===== src/rtl/grey_threshold_if.sv =====
// Pixel-stream bundle between the histogram-side source and the grey_threshold stage.
// The slave view belongs to the stage itself; the master view drives the pixels and reads results.
interface grey_threshold_if #(
  parameter int COUNT_W = 20
);
  logic [11:0]        iGrey;
  logic               iDval;
  logic               iFval;
  logic [15:0]        iX_Cont;
  logic [15:0]        iY_Cont;
  logic [7:0]         iThresh;
  logic [1:0]         iMode;
  logic [11:0]        oGrey;
  logic               oDval;
  logic               oFval;
  logic [15:0]        oX_Cont;
  logic [15:0]        oY_Cont;
  logic [7:0]         oThreshLatched;
  logic [COUNT_W-1:0] oAboveCount;
  logic               oCountValid;
  logic [1:0]         oState;

  modport slave (
    input  iGrey, iDval, iFval, iX_Cont, iY_Cont, iThresh, iMode,
    output oGrey, oDval, oFval, oX_Cont, oY_Cont, oThreshLatched,
           oAboveCount, oCountValid, oState
  );

  modport master (
    output iGrey, iDval, iFval, iX_Cont, iY_Cont, iThresh, iMode,
    input  oGrey, oDval, oFval, oX_Cont, oY_Cont, oThreshLatched,
           oAboveCount, oCountValid, oState
  );
endinterface


===== src/rtl/grey_threshold.sv =====
// Per-frame threshold stage: latches threshold/mode at frame start, maps pixels through a
// 2-stage pipeline (pass / binarise / inverse / stretch) and publishes an above-threshold count.
module grey_threshold #(
  parameter int COUNT_W       = 20,
  parameter int STRETCH_SHIFT = 1
) (
  input  logic             iPclk,
  input  logic             iRST_N,
  grey_threshold_if.slave  bus
);
  localparam logic [1:0] S_IDLE    = 2'd0;
  localparam logic [1:0] S_ARMED   = 2'd1;
  localparam logic [1:0] S_FRAME   = 2'd2;
  localparam logic [1:0] S_PUBLISH = 2'd3;

  logic [1:0]         state_reg, state_next;
  logic               fval_prev_reg;
  logic [7:0]         thr_reg;
  logic [1:0]         mode_reg;
  logic [COUNT_W-1:0] count_reg;
  logic [COUNT_W-1:0] count_out_reg;
  logic               count_valid_reg;

  logic               rise, fall, latch;
  logic [7:0]         thr_eff;
  logic [1:0]         mode_eff;
  logic               ge, count_en;

  // Stage 1 carries the per-pixel threshold/mode so a frame change never tears a pixel.
  logic [11:0] s1_grey_reg;
  logic        s1_dval_reg, s1_fval_reg, s1_ge_reg;
  logic [15:0] s1_x_reg, s1_y_reg;
  logic [7:0]  s1_thr_reg;
  logic [1:0]  s1_mode_reg;

  logic [11:0] s2_grey_reg, grey_next;
  logic        s2_dval_reg, s2_fval_reg;
  logic [15:0] s2_x_reg, s2_y_reg;

  logic [12:0] diff;
  logic [14:0] shifted;
  logic [11:0] stretch;

  assign rise = bus.iFval & ~fval_prev_reg;
  assign fall = ~bus.iFval & fval_prev_reg;

  always_comb begin
    state_next = state_reg;
    latch      = 1'b0;
    case (state_reg)
      S_IDLE:    if (!bus.iFval) state_next = S_ARMED;
      S_ARMED:   if (rise) begin latch = 1'b1; state_next = S_FRAME; end
      S_FRAME:   if (fall) state_next = S_PUBLISH;
      S_PUBLISH: begin
        if (rise) begin
          latch      = 1'b1;
          state_next = S_FRAME;
        end else begin
          state_next = S_ARMED;
        end
      end
      default:   state_next = S_IDLE;
    endcase
  end

  // On the latch cycle the fresh threshold applies to the pixel arriving with the rising edge.
  assign thr_eff  = latch ? bus.iThresh : thr_reg;
  assign mode_eff = latch ? bus.iMode   : mode_reg;
  assign ge       = (bus.iGrey[11:4] >= thr_eff);
  assign count_en = bus.iDval & ge & bus.iFval & (latch | (state_reg == S_FRAME));

  always_ff @(posedge iPclk or negedge iRST_N) begin
    if (!iRST_N) begin
      state_reg       <= S_IDLE;
      fval_prev_reg   <= 1'b0;
      thr_reg         <= '0;
      mode_reg        <= '0;
      count_reg       <= '0;
      count_out_reg   <= '0;
      count_valid_reg <= 1'b0;
    end else begin
      state_reg       <= state_next;
      fval_prev_reg   <= bus.iFval;
      count_valid_reg <= (state_next == S_PUBLISH);
      if (latch) begin
        thr_reg   <= bus.iThresh;
        mode_reg  <= bus.iMode;
        count_reg <= count_en ? COUNT_W'(1) : '0;
      end else if (count_en && (count_reg != {COUNT_W{1'b1}})) begin
        count_reg <= count_reg + 1'b1;
      end
      if (state_reg == S_FRAME && fall) count_out_reg <= count_reg;
    end
  end

  always_ff @(posedge iPclk or negedge iRST_N) begin
    if (!iRST_N) begin
      s1_grey_reg <= '0;
      s1_dval_reg <= 1'b0;
      s1_fval_reg <= 1'b0;
      s1_ge_reg   <= 1'b0;
      s1_x_reg    <= '0;
      s1_y_reg    <= '0;
      s1_thr_reg  <= '0;
      s1_mode_reg <= '0;
      s2_grey_reg <= '0;
      s2_dval_reg <= 1'b0;
      s2_fval_reg <= 1'b0;
      s2_x_reg    <= '0;
      s2_y_reg    <= '0;
    end else begin
      s1_grey_reg <= bus.iGrey;
      s1_dval_reg <= bus.iDval & (state_reg != S_IDLE);
      s1_fval_reg <= bus.iFval;
      s1_ge_reg   <= ge;
      s1_x_reg    <= bus.iX_Cont;
      s1_y_reg    <= bus.iY_Cont;
      s1_thr_reg  <= thr_eff;
      s1_mode_reg <= mode_eff;
      s2_grey_reg <= grey_next;
      s2_dval_reg <= s1_dval_reg;
      s2_fval_reg <= s1_fval_reg;
      s2_x_reg    <= s1_x_reg;
      s2_y_reg    <= s1_y_reg;
    end
  end

  // Stretch: 13-bit signed difference, clamp negatives, then shift with saturation.
  assign diff    = {1'b0, s1_grey_reg} - {1'b0, s1_thr_reg, 4'b0000};
  assign shifted = {3'b000, diff[11:0]} << STRETCH_SHIFT;
  assign stretch = diff[12] ? 12'h000 : ((|shifted[14:12]) ? 12'hFFF : shifted[11:0]);

  always_comb begin
    grey_next = 12'h000;
    if (s1_dval_reg) begin
      case (s1_mode_reg)
        2'd0:    grey_next = s1_grey_reg;
        2'd1:    grey_next = s1_ge_reg ? 12'hFFF : 12'h000;
        2'd2:    grey_next = s1_ge_reg ? 12'h000 : 12'hFFF;
        default: grey_next = stretch;
      endcase
    end
  end

  assign bus.oGrey          = s2_grey_reg;
  assign bus.oDval          = s2_dval_reg;
  assign bus.oFval          = s2_fval_reg;
  assign bus.oX_Cont        = s2_x_reg;
  assign bus.oY_Cont        = s2_y_reg;
  assign bus.oThreshLatched = thr_reg;
  assign bus.oAboveCount    = count_out_reg;
  assign bus.oCountValid    = count_valid_reg;
  assign bus.oState         = state_reg;
endmodule

===== src/flat_wrapper.sv =====
// flat-port wrapper written by rule: the top's interface ports become plain ports
module grey_threshold_flat 
#(
  parameter int COUNT_W       = 20,
  parameter int STRETCH_SHIFT = 1
)
  (iPclk, iRST_N, bus_iGrey, bus_iDval, bus_iFval, bus_iX_Cont, bus_iY_Cont, bus_iThresh, bus_iMode, bus_oGrey, bus_oDval, bus_oFval, bus_oX_Cont, bus_oY_Cont, bus_oThreshLatched, bus_oAboveCount, bus_oCountValid, bus_oState);
  grey_threshold_if #(.COUNT_W(COUNT_W)) bus_i ();
  input  logic iPclk;
  input  logic iRST_N;
  input wire logic [$bits(bus_i.iGrey)-1:0] bus_iGrey;
  input wire logic [$bits(bus_i.iDval)-1:0] bus_iDval;
  input wire logic [$bits(bus_i.iFval)-1:0] bus_iFval;
  input wire logic [$bits(bus_i.iX_Cont)-1:0] bus_iX_Cont;
  input wire logic [$bits(bus_i.iY_Cont)-1:0] bus_iY_Cont;
  input wire logic [$bits(bus_i.iThresh)-1:0] bus_iThresh;
  input wire logic [$bits(bus_i.iMode)-1:0] bus_iMode;
  output wire logic [$bits(bus_i.oGrey)-1:0] bus_oGrey;
  output wire logic [$bits(bus_i.oDval)-1:0] bus_oDval;
  output wire logic [$bits(bus_i.oFval)-1:0] bus_oFval;
  output wire logic [$bits(bus_i.oX_Cont)-1:0] bus_oX_Cont;
  output wire logic [$bits(bus_i.oY_Cont)-1:0] bus_oY_Cont;
  output wire logic [$bits(bus_i.oThreshLatched)-1:0] bus_oThreshLatched;
  output wire logic [$bits(bus_i.oAboveCount)-1:0] bus_oAboveCount;
  output wire logic [$bits(bus_i.oCountValid)-1:0] bus_oCountValid;
  output wire logic [$bits(bus_i.oState)-1:0] bus_oState;
  assign bus_i.iGrey = bus_iGrey;
  assign bus_i.iDval = bus_iDval;
  assign bus_i.iFval = bus_iFval;
  assign bus_i.iX_Cont = bus_iX_Cont;
  assign bus_i.iY_Cont = bus_iY_Cont;
  assign bus_i.iThresh = bus_iThresh;
  assign bus_i.iMode = bus_iMode;
  assign bus_oGrey = bus_i.oGrey;
  assign bus_oDval = bus_i.oDval;
  assign bus_oFval = bus_i.oFval;
  assign bus_oX_Cont = bus_i.oX_Cont;
  assign bus_oY_Cont = bus_i.oY_Cont;
  assign bus_oThreshLatched = bus_i.oThreshLatched;
  assign bus_oAboveCount = bus_i.oAboveCount;
  assign bus_oCountValid = bus_i.oCountValid;
  assign bus_oState = bus_i.oState;
  grey_threshold #(.COUNT_W(COUNT_W), .STRETCH_SHIFT(STRETCH_SHIFT)) u_core (.iPclk(iPclk), .iRST_N(iRST_N), .bus(bus_i));
endmodule

===== config.mk =====
export PLATFORM = sky130hd
export DESIGN_NAME = grey_threshold_flat
export DESIGN_NICKNAME = d
export VERILOG_FILES = /design/src/rtl/grey_threshold_if.sv /design/src/rtl/grey_threshold.sv /design/src/flat_wrapper.sv
export SDC_FILE = /design/constraint.sdc
export NUM_CORES = 1
export LEC_CHECK = 0
export BUFFER_PORTS_ARGS = -buffer_cell sky130_fd_sc_hd__buf_2
export CAP_MARGIN = 20
export CORE_UTILIZATION = 57
export DETAILED_ROUTE_END_ITERATION = 8
export PLACE_DENSITY = 0.95
export SETUP_SLACK_MARGIN = 0.2
export SYNTH_ARGS = -nofsm -noshare
export SYNTH_HDL_FRONTEND = slang
export SYNTH_SLANG_ARGS = --single-unit

===== constraint.sdc =====
create_clock -name iPclk -period 4.7 [get_ports iPclk]
set_clock_uncertainty 0.2 [all_clocks]
set_input_delay 1.175 -clock iPclk [delete_from_list [all_inputs] [get_ports iPclk]]
set_output_delay 1.175 -clock iPclk [all_outputs]
set_load 0.02 [all_outputs]

# ---- After elaboration in Yosys (flattened, before gate mapping)
# Cells that the tools add are included.
dict set report totals {
  output_inout_bits 77
  rom_bits 0
  wordCells 60
  input_bits 58
  regBits 146
  latch_bits 0
  n_memories 0
  ram_bits 0
}
dict set report op_classes {
  shifts 0
  reduce_logical 7
  n_eq_ne 7
  muxes 17
  div 0
  mul 0
  magnitude_cmp 1
  bitwise_logic 9
  addsub 2
}
# op n
set ops {}
lappend ops {{$mux W12} 5}
lappend ops {{$mux W20} 2}
lappend ops {{$pmux W12 S3} 1}
lappend ops {{$add A20 B1 Y20 const B} 1}
lappend ops {{$ne A20 B20 Y1 const B} 1}
lappend ops {{$sub A12 B12 Y13} 1}
lappend ops {{$eq A2 B2 Y1 const B} 4}
lappend ops {{$ge A8 B8 Y1} 1}
lappend ops {{$mux W2} 4}
lappend ops {{$mux W8} 1}
lappend ops {{$pmux W2 S4} 1}
lappend ops {{$and A1 B1 Y1} 6}
lappend ops {{$eq A2 B1 Y1 const B} 2}
lappend ops {{$logic_not A2 Y1} 2}
lappend ops {{$reduce_bool A2 Y1} 2}
lappend ops {{$mux W1} 3}
lappend ops {{$logic_and A1 B1 Y1} 2}
lappend ops {{$not A1 Y1} 2}
lappend ops {{$reduce_or A2 Y1} 1}
lappend ops {{$or A1 B1 Y1} 1}

# ---- Logic depth before layout (Yosys ltp)
# Gate-level depths: netlist of the first run.
dict set report depth {
  ltp_word 12
  mapped_depth 14
  ltp_nobuf 12
}

# ---- Worst setup path before layout of the first run
# No wires, ideal clock.
dict set report synth_timing {
  path_type {in2reg}
  startpoint {in bus_iFval}
  endpoint {reg u_core.count_reg[2]}
  cell_stages 13
  required_time_ps 4380
  slack_ps 818
  n_path_buf 3
  setup_ps 120
  arrival_ps 3562
  path_cell_list {and3_1 clkbuf_1 clkbuf_1 nand2_1 nand2_1 ha_1 nand2b_1 a2111oi_0 nor3_1 o21ai_2 buf_2 nor2_1 a31o_2}
}
dict set report synth_between {
  elab_chain_len 10
  word_cells_on_any_way 12
  cone_classes {1 x order compare; 4 x mux; 5 x bitwise; 2 x reduce/logical}
}
# item line_no
set synth_rtl {}
lappend synth_rtl {{from (decl)} flat_wrapper.sv:13} ;# input wire logic [$bits(bus_i.iFval)-1:0] bus_iFval;
lappend synth_rtl {{$and A1 B1 Y1} grey_threshold.sv:44} ;# assign rise = bus.iFval & ~fval_prev_reg;
lappend synth_rtl {{$mux W1} {grey_threshold.sv:52, grey_threshold.sv:55}}
lappend synth_rtl {{$mux W1} -}
lappend synth_rtl {{$mux W8} -}
lappend synth_rtl {{via u_core.thr_eff[0]} grey_threshold.sv:25} ;# logic [7:0] thr_eff;
lappend synth_rtl {{$ge A8 B8 Y1} grey_threshold.sv:69} ;# assign ge = (bus.iGrey[11:4] >= thr_eff);
lappend synth_rtl {{$and A1 B1 Y1 (3 in a row)} grey_threshold.sv:70} ;# assign count_en = bus.iDval & ge & bus.iFval & (latch | (state_reg == S_FRAME));
lappend synth_rtl {{$logic_and A1 B1 Y1} grey_threshold.sv:89} ;# end else if (count_en && (count_reg != {COUNT_W{1'b1}})) begin
lappend synth_rtl {{$reduce_bool A2 Y1 (no line)} -}
lappend synth_rtl {{to (signal assigned)} grey_threshold.sv:88} ;# count_reg <= count_en ? COUNT_W'(1) : '0;
lappend synth_rtl {{to (signal assigned)} grey_threshold.sv:90} ;# count_reg <= count_reg + 1'b1;
lappend synth_rtl {{to (decl)} grey_threshold.sv:20} ;# logic [COUNT_W-1:0] count_reg;
# The timed path passes the listed nets, and every way through them passes these cells.
# A chain may end at the register's enable or synchronous reset.

# ---- Worst setup path after layout of the first run
dict set report layout_timing {
  startpoint {in bus_iFval}
  endpoint {reg u_core.count_reg[12]}
}
# Same word-level chain as after synthesis.

==> Implementation_results.wiki, run 1 <==
{| class="wikitable"
! Metric !! Value
|-
| Run status || complete, no violations
|-
| Vertical die dimension || ~100 µm
|-
| Final-report setup violation count || 0
|-
| HPWL after detailed placement || 8090 µm
|-
| Clock latency at the later pin of the worst-skew pair || 0.51 ns
|-
| Inserted Clock Buffers || 17
|-
| Async set-or-reset flop fraction in the synthesized netlist || 100%
|-
| Layout overhead on the synthesized area || 25.8%
|-
| Delay of the slowest critical-path stage || ~0.53 ns
|-
| Most frequent cells in the layout || sky130_fd_sc_hd__dfrtp_1, sky130_fd_sc_hd__buf_2, sky130_fd_sc_hd__nor2_1
|-
| Sort of element at the start of the critical path || primary input
|-
| Routed via count || 3979
|-
| Clock root buffer master || sky130_fd_sc_hd__clkbuf_8
|-
| Pin count of the biggest net entering global routing || between 100 and 150
|-
| RePlAce Congestion || 0.880
|-
| Total nets after synthesis || 501
|-
| Static leakage || 3.45 nW
|-
| Clk slew on worst S/H paths || 0.06 ns
|-
| Remaining global-route overflow || 0
|-
| Maximum buffer depth of the clock tree || 2
|-
| Path class of the lowest-slack min-delay path || reg2reg
|-
| Count of distinct cell types in the synthesized netlist || 51
|-
| Unrepaired setup endpoints after global routing || false
|-
| Flop2flop setup slack || 1.34 ns
|-
| Count of filler cells inserted in the layout || 616
|-
| Shortest period the worst path allows || 3.63 ns
|-
| Layout cells sized above 1 || 35.0%
|-
| Final worst hold slack || roughly 0.15 ns
|-
| Power density normalized to cell area || 460 nW/µm²
|-
| Overall die width || 99.9 µm
|-
| Number of nets still failing antenna checks after routing || 0
|-
| Total DRC errors in the routed layout || 0
|-
| Arrival time at the worst endpoint || 3.86 ns
|-
| Cells along the critical path || buf_2 > and3_1 > a21o_1 > inv_1 > ha_1 > a2111oi_0 > nor3_1 > o21ai_2 > buf_4 > or4_1 > a21oi_1
|-
| Synth Register Bits || between 100 and 150
|-
| Placed cells || 680
|-
| Timing startpoint of the critical path || bus_iFval
|-
| Post-synthesis area per instance || 12.9 µm²
|-
| Count of clock tree sinks || 146
|-
| Starting DRT DRC Count || 174
|-
| Area of the mapped netlist || roughly 5500 µm²
|-
| Hold Path End || u_core.bus.oY_Cont[4]
|-
| Req. time, crit path || 4.93 ns
|-
| Slew margin rel. || 38.5%
|-
| Actual slew at the worst max-slew pin || 0.896 ns
|-
| Routed wire per std cell || 17.3 µm
|-
| Sum of negative setup slack || 0 ns
|-
| Final period utilization || between 70% and 80%
|-
| Number of violations of the max-capacitance limit || 0
|-
| Area of the die || 9990 µm²
|-
| Num rows || 35
|-
| Count of flip-flops with a built-in enable after synthesis || 0
|-
| Hold bufs inserted after CTS || 0
|-
| Total count of hold-check failures in the final report || 0
|-
| Worst Reg2Reg Path Length in Cells || 11
|-
| Hold_sp || u_core.s1_y_reg[4]
|-
| Worst hold path cell count || 0
|-
| Maximum vdd ir drop || 346 µV
|-
| Critical R2R Launch || u_core.fval_prev_reg
|-
| Core Box Area || between 9000 and 10000 µm²
|-
| Wire length of the first global-routing pass || 19500 µm
|-
| CTS tree || yes
|-
| Max frequency || 275 MHz
|-
| H-Tree Depth || 4
|-
| Number of cells produced by synthesis || 425
|-
| Number of antenna violations at the first check in global routing || 0
|-
| Diodes inserted || 0
|-
| Ratio of routed vias to standard cells || 5.59
|-
| Count of boundary I/O pins || 135
|-
| Most frequent standard cell in the layout excluding fill and tap cells || sky130_fd_sc_hd__dfrtp_1
|-
| Crit-path slowest cell || sky130_fd_sc_hd__or4_1
|-
| Router iterations before antenna repair || 4
|-
| Port Buffers || roughly 130
|-
| FF-to-FF End || u_core.count_reg[12]
|-
| Tot GR Track Use || 25.9%
|-
| Cells resized by post-CTS repair || 0
|-
| Sequential element share of the synthesized area || 66.8%
|-
| Post-Layout Cell Count || slightly above 700
|-
| Via count of the first global-routing pass || 4031
|-
| Initial Util || 58.9%
|-
| CP Capture Type || register
|-
| Number of max-slew violations in the final report || 0
|-
| Kind of critical path || in2reg
|-
| Total Nets Final || between 600 and 700
|-
| Largest driver fanout on the critical path || 33
|-
| Primary FF master, synth || sky130_fd_sc_hd__dfrtp_1
|-
| Post-CTS setup repair buffer count || 0
|-
| Routed Wire Length || 12300 µm
|-
| Yosys warns || 0
|}
through the flow:
step	util, %	area (µm²)	power, mW	setup slack (ns)
after floorplan	-	5470	1.70	0.818
after global placement	67.5	6270	1.85	0.727
after detailed placement	67.6	6280	1.88	0.561
after CTS	73.8	6850	3.18	1.08
after global routing	74.1	6880	3.29	0.848
final	74.1	6880	3.17	1.07
logic make-up after synthesis:
family                   Yosys count  share of synthesized area, %
multiplexers                      22                          4.49
XOR/XNOR                           4                         0.641
AO/OA/AOI/OAI                     81                          9.18
adder cells (fa/ha/maj)           18                          4.26
buffers and inverters             36                          2.95
flip-flops                       146                          66.8
AND/OR/NAND/NOR                  118                          11.7
worst max path at each step:
stage                      endpoint  slack (ns)  depth (start not counted)
6_report       u_core.count_reg[12]        1.07                         11
5_1_grt         u_core.count_reg[2]        0.85                         12
4_1_cts         u_core.count_reg[2]        1.08                         12
3_5_place_dp    u_core.count_reg[2]        0.56                         12
3_3_place_gp   u_core.count_reg[12]        0.73                         11
2_1_floorplan   u_core.count_reg[2]        0.82                         13
cell usage after synthesis (3+ instances only):
cell type / n / share of area, %
sky130_fd_sc_hd__a21o_1: 3 / 0.41
sky130_fd_sc_hd__inv_1: 22 / 1.5
sky130_fd_sc_hd__or3_1: 7 / 0.80
sky130_fd_sc_hd__nand3_1: 11 / 1.0
sky130_fd_sc_hd__nor4_1: 3 / 0.34
sky130_fd_sc_hd__dfrtp_1: 146 / 67
sky130_fd_sc_hd__clkbuf_1: 8 / 0.55
sky130_fd_sc_hd__ha_1: 17 / 3.9
sky130_fd_sc_hd__a21oi_1: 23 / 2.1
sky130_fd_sc_hd__nor3_1: 5 / 0.46
sky130_fd_sc_hd__o31ai_1: 4 / 0.55
sky130_fd_sc_hd__o21a_1: 8 / 1.1
sky130_fd_sc_hd__nand2_1: 23 / 1.6
sky130_fd_sc_hd__o22ai_1: 11 / 1.3
sky130_fd_sc_hd__and3_1: 5 / 0.57
sky130_fd_sc_hd__o21ai_0: 17 / 1.6
sky130_fd_sc_hd__o211ai_1: 3 / 0.41
sky130_fd_sc_hd__xnor2_1: 3 / 0.48
sky130_fd_sc_hd__nor2_1: 32 / 2.2
sky130_fd_sc_hd__mux2_2: 20 / 4.1
sky130_fd_sc_hd__or4_1: 7 / 0.96
sky130_fd_sc_hd__nand4_1: 7 / 0.80
layout make-up:
class	count	area (µm²)	area share, %
multi-input cells	243	1660	24.1
clock buffers	22	473	6.87
inverters	22	82.6	1.20
clock inverters	9	104	1.51
repair buffers	141	747	10.9
well taps	129	161	2.35
flip-flops and latches	146	3650	53.1
power breakdown:
| group | switching, mW | internal (mW) | total (mW) |
|---|---|---|---|
| Sequential | 0.0516 | 1.35 | 1.40 |
| Combinational | 0.298 | 0.176 | 0.474 |
| Clock | 0.489 | 0.806 | 1.30 |
layer usage:
metal	wire, µm	global-route usage [%]	up-vias
met4	243	10.4	0
met2	6570	46.0	191
met5	0	0	-
met3	861	7.87	21
li1	-	-	1795
met1	4620	29.0	1972
critical path, delay by kind of cell:
family                   cells  cell delay [ns]
AO/OA/AOI/OAI                4             0.58
adder cells (fa/ha/maj)      1             0.26
buffers and inverters        3             0.41
AND/OR/NAND/NOR              3             1.42
Power figures use the tool's default switching activity.
==> inputs of run 2 (changes only) <==
- CORE_UTILIZATION: 57 -> 53
- PLACE_DENSITY: 0.95 -> 0.89
- clock period: 4.7 -> 3.4 ns (I/O delays scaled with it)
==> run 2 against run 1 <==
Via count is 1.3% lower. Utilization is 3.6 points lower. Register-to-register slack worse by 0.88 ns. Wire length hardly changed. Total power is 39% higher. Design area is 1.1% higher. Critical path depth is 2 higher. Sequential cell count stayed put. Sequential share of layout area is 0.59 points lower. Combinational power is 44% higher. Die area is 7.4% higher. Hold slack worse by 0.028 ns.
==> Implementation_results.wiki, run 2 (synthesis results as in run 1) <==
{| class="wikitable"
! Metric !! Value
|-
| Run status || complete, no violations
|-
| Total Nets Final || 651 (+0.62%)
|-
| Actual slew at the worst max-slew pin || 0.638 ns (-0.258 ns)
|-
| Max frequency || 341 MHz
|-
| Total count of hold-check failures in the final report || 0 (unchanged)
|-
| Remaining global-route overflow || 0 (unchanged)
|-
| H-Tree Depth || 4 (unchanged)
|-
| Hold bufs inserted after CTS || 0 (unchanged)
|-
| Starting DRT DRC Count || 190 (+9.2%)
|-
| Routed via count || 3927 (-1.3%)
|-
| Number of violations of the max-capacitance limit || 0 (unchanged)
|-
| Unrepaired setup endpoints after global routing || false
|-
| Layout overhead on the synthesized area || 27.3%
|-
| Count of clock tree sinks || 146 (unchanged)
|-
| Total DRC errors in the routed layout || 0 (unchanged)
|-
| Clock latency at the later pin of the worst-skew pair || 0.52 ns (about the same)
|-
| CTS tree || yes
|-
| RePlAce Congestion || 0.938 (+6.6%)
|-
| Router iterations before antenna repair || 4 (unchanged)
|-
| Num rows || 36 (+2.9%)
|-
| Largest driver fanout on the critical path || 17 (-48%)
|-
| Final-report setup violation count || 0 (unchanged)
|-
| Count of filler cells inserted in the layout || 683 (+11%)
|-
| Final worst hold slack || 0.120 ns (-0.0277 ns)
|-
| Arrival time at the worst endpoint || 3.13 ns (-0.73 ns)
|-
| Pin count of the biggest net entering global routing || 69 (-40%)
|-
| Kind of critical path || reg2reg
|-
| Req. time, crit path || 3.60 ns (-1.33 ns)
|-
| Count of boundary I/O pins || 135 (unchanged)
|-
| Final period utilization || 86.3%
|-
| Wire length of the first global-routing pass || 20500 µm (+5.5%)
|-
| Core Box Area || 9860 µm² (+6.3%)
|-
| Slew margin rel. || 57.2% (+19 points)
|-
| Clock root buffer master || sky130_fd_sc_hd__clkbuf_8
|-
| Total power || 4.40 mW (+39%)
|-
| Path class of the lowest-slack min-delay path || in2async
|-
| HPWL after detailed placement || 8150 µm (+0.74%)
|-
| Most frequent standard cell in the layout excluding fill and tap cells || sky130_fd_sc_hd__dfrtp_1
|-
| Shortest period the worst path allows || around 2.9 ns
|-
| Port Buffers || 134 (unchanged)
|-
| Power density normalized to cell area || 632 nW/µm² (+37%)
|-
| Number of max-slew violations in the final report || 0 (unchanged)
|-
| Vertical die dimension || 104 µm (+3.6%)
|-
| Layout cells sized above 1 || 36.9% (+1.9 points)
|-
| Diodes inserted || 0 (unchanged)
|-
| Tot GR Track Use || 24.6% (-1.2 points)
|-
| Static leakage || 3.48 nW (+0.69%)
|-
| Most frequent cells in the layout || sky130_fd_sc_hd__dfrtp_1, sky130_fd_sc_hd__buf_2, sky130_fd_sc_hd__nor2_1
|-
| Clk slew on worst S/H paths || 0.06 ns (about the same)
|-
| Routed wire per std cell || 17.0 µm (-1.3%)
|-
| CP Capture Type || register
|-
| Sort of element at the start of the critical path || register
|-
| Ratio of routed vias to standard cells || 5.45 (-2.5%)
|-
| Routed Wire Length || 12300 µm (about the same)
|-
| Inserted Clock Buffers || 17 (unchanged)
|-
| Number of nets still failing antenna checks after routing || 0 (unchanged)
|-
| Overall die width || 104 µm (+3.6%)
|-
| Initial Util || 55.4% (-3.5 points)
|-
| Maximum vdd ir drop || 560 µV (+62%)
|-
| Maximum buffer depth of the clock tree || 2 (unchanged)
|-
| Area of the die || 10700 µm² (+7.4%)
|-
| Number of antenna violations at the first check in global routing || 0 (unchanged)
|-
| Via count of the first global-routing pass || 4238 (+5.1%)
|}
## run 2: area by class of cell
type | count | area, µm² | share of cell area (%)
Clock buffer | 17 | 414 | 5.95
Clock inverter | 15 | 158 | 2.27
Inverter | 22 | 82.6 | 1.19
Multi-Input combinational cell | 243 | 1690 | 24.3
Sequential cell | 146 | 3650 | 52.5
Tap cell | 133 | 166 | 2.39
Timing Repair Buffer | 145 | 795 | 11.4
## run 2: report_power, final
part           internal [mW]  leakage, nW  switching (mW)
Combinational          0.262         1.37           0.419
Clock                   1.05        0.283           0.742
Sequential              1.86         1.82          0.0672
## run 2: final timing paths
kind                                       from               endpoint  slack [ns]  cells past startpoint
max in group asynchronous                iRST_N  u_core.bus.oY_Cont[9]        2.14                      2
min reg2reg                  u_core.s1_y_reg[5]  u_core.bus.oY_Cont[5]        0.14                      0
min                                      iRST_N    u_core.bus.oGrey[5]        0.12                      1
min in group iPclk           u_core.s1_y_reg[5]  u_core.bus.oY_Cont[5]        0.14                      0
max reg2reg                u_core.fval_prev_reg   u_core.count_reg[16]        0.46                     13
max                        u_core.fval_prev_reg   u_core.count_reg[16]        0.46                     13
## run 2: metal layers
metal,GRT usage [%],up-vias,share of wire [%]
met5,0,-,0
met4,9.94,0,2.0
met3,6.42,19,5.7
met2,43.0,150,53
met1,29.0,1946,39
li1,-,1812,-
## run 2: per-stage QoR
stage                     setup WS, ns  utilization [%]  cells  cell area [µm²]  TNS [ns]
after global placement          0.0300             64.4    687             6350         0
after floorplan                  0.200                -    425             5510         0
after global routing             0.234             70.5    721             6960         0
after CTS                        0.333             70.2    719             6930         0
final                            0.464             70.5    721             6960         0
after detailed placement        -0.133             64.4    687             6350    -0.536
## run 2: repair_timing
action,CTS,global route
endpoints found under the setup margin,0,7
buffers inserted,0,1
resized for setup,0,5
## run 2: worst max-delay path: stages (launching register included)
cell and delay, ns:
sky130_fd_sc_hd__dfrtp_1 0.40, sky130_fd_sc_hd__inv_1 0.15, sky130_fd_sc_hd__and3_4 0.23, sky130_fd_sc_hd__buf_12 0.14
sky130_fd_sc_hd__nor2_1 0.05, sky130_fd_sc_hd__a21o_1 0.16, sky130_fd_sc_hd__inv_1 0.05, sky130_fd_sc_hd__ha_1 0.23
sky130_fd_sc_hd__a2111oi_2 0.39, sky130_fd_sc_hd__nor3_2 0.10, sky130_fd_sc_hd__buf_4 0.15, sky130_fd_sc_hd__o21a_1 0.26
sky130_fd_sc_hd__a41oi_1 0.24, sky130_fd_sc_hd__nor3_1 0.08
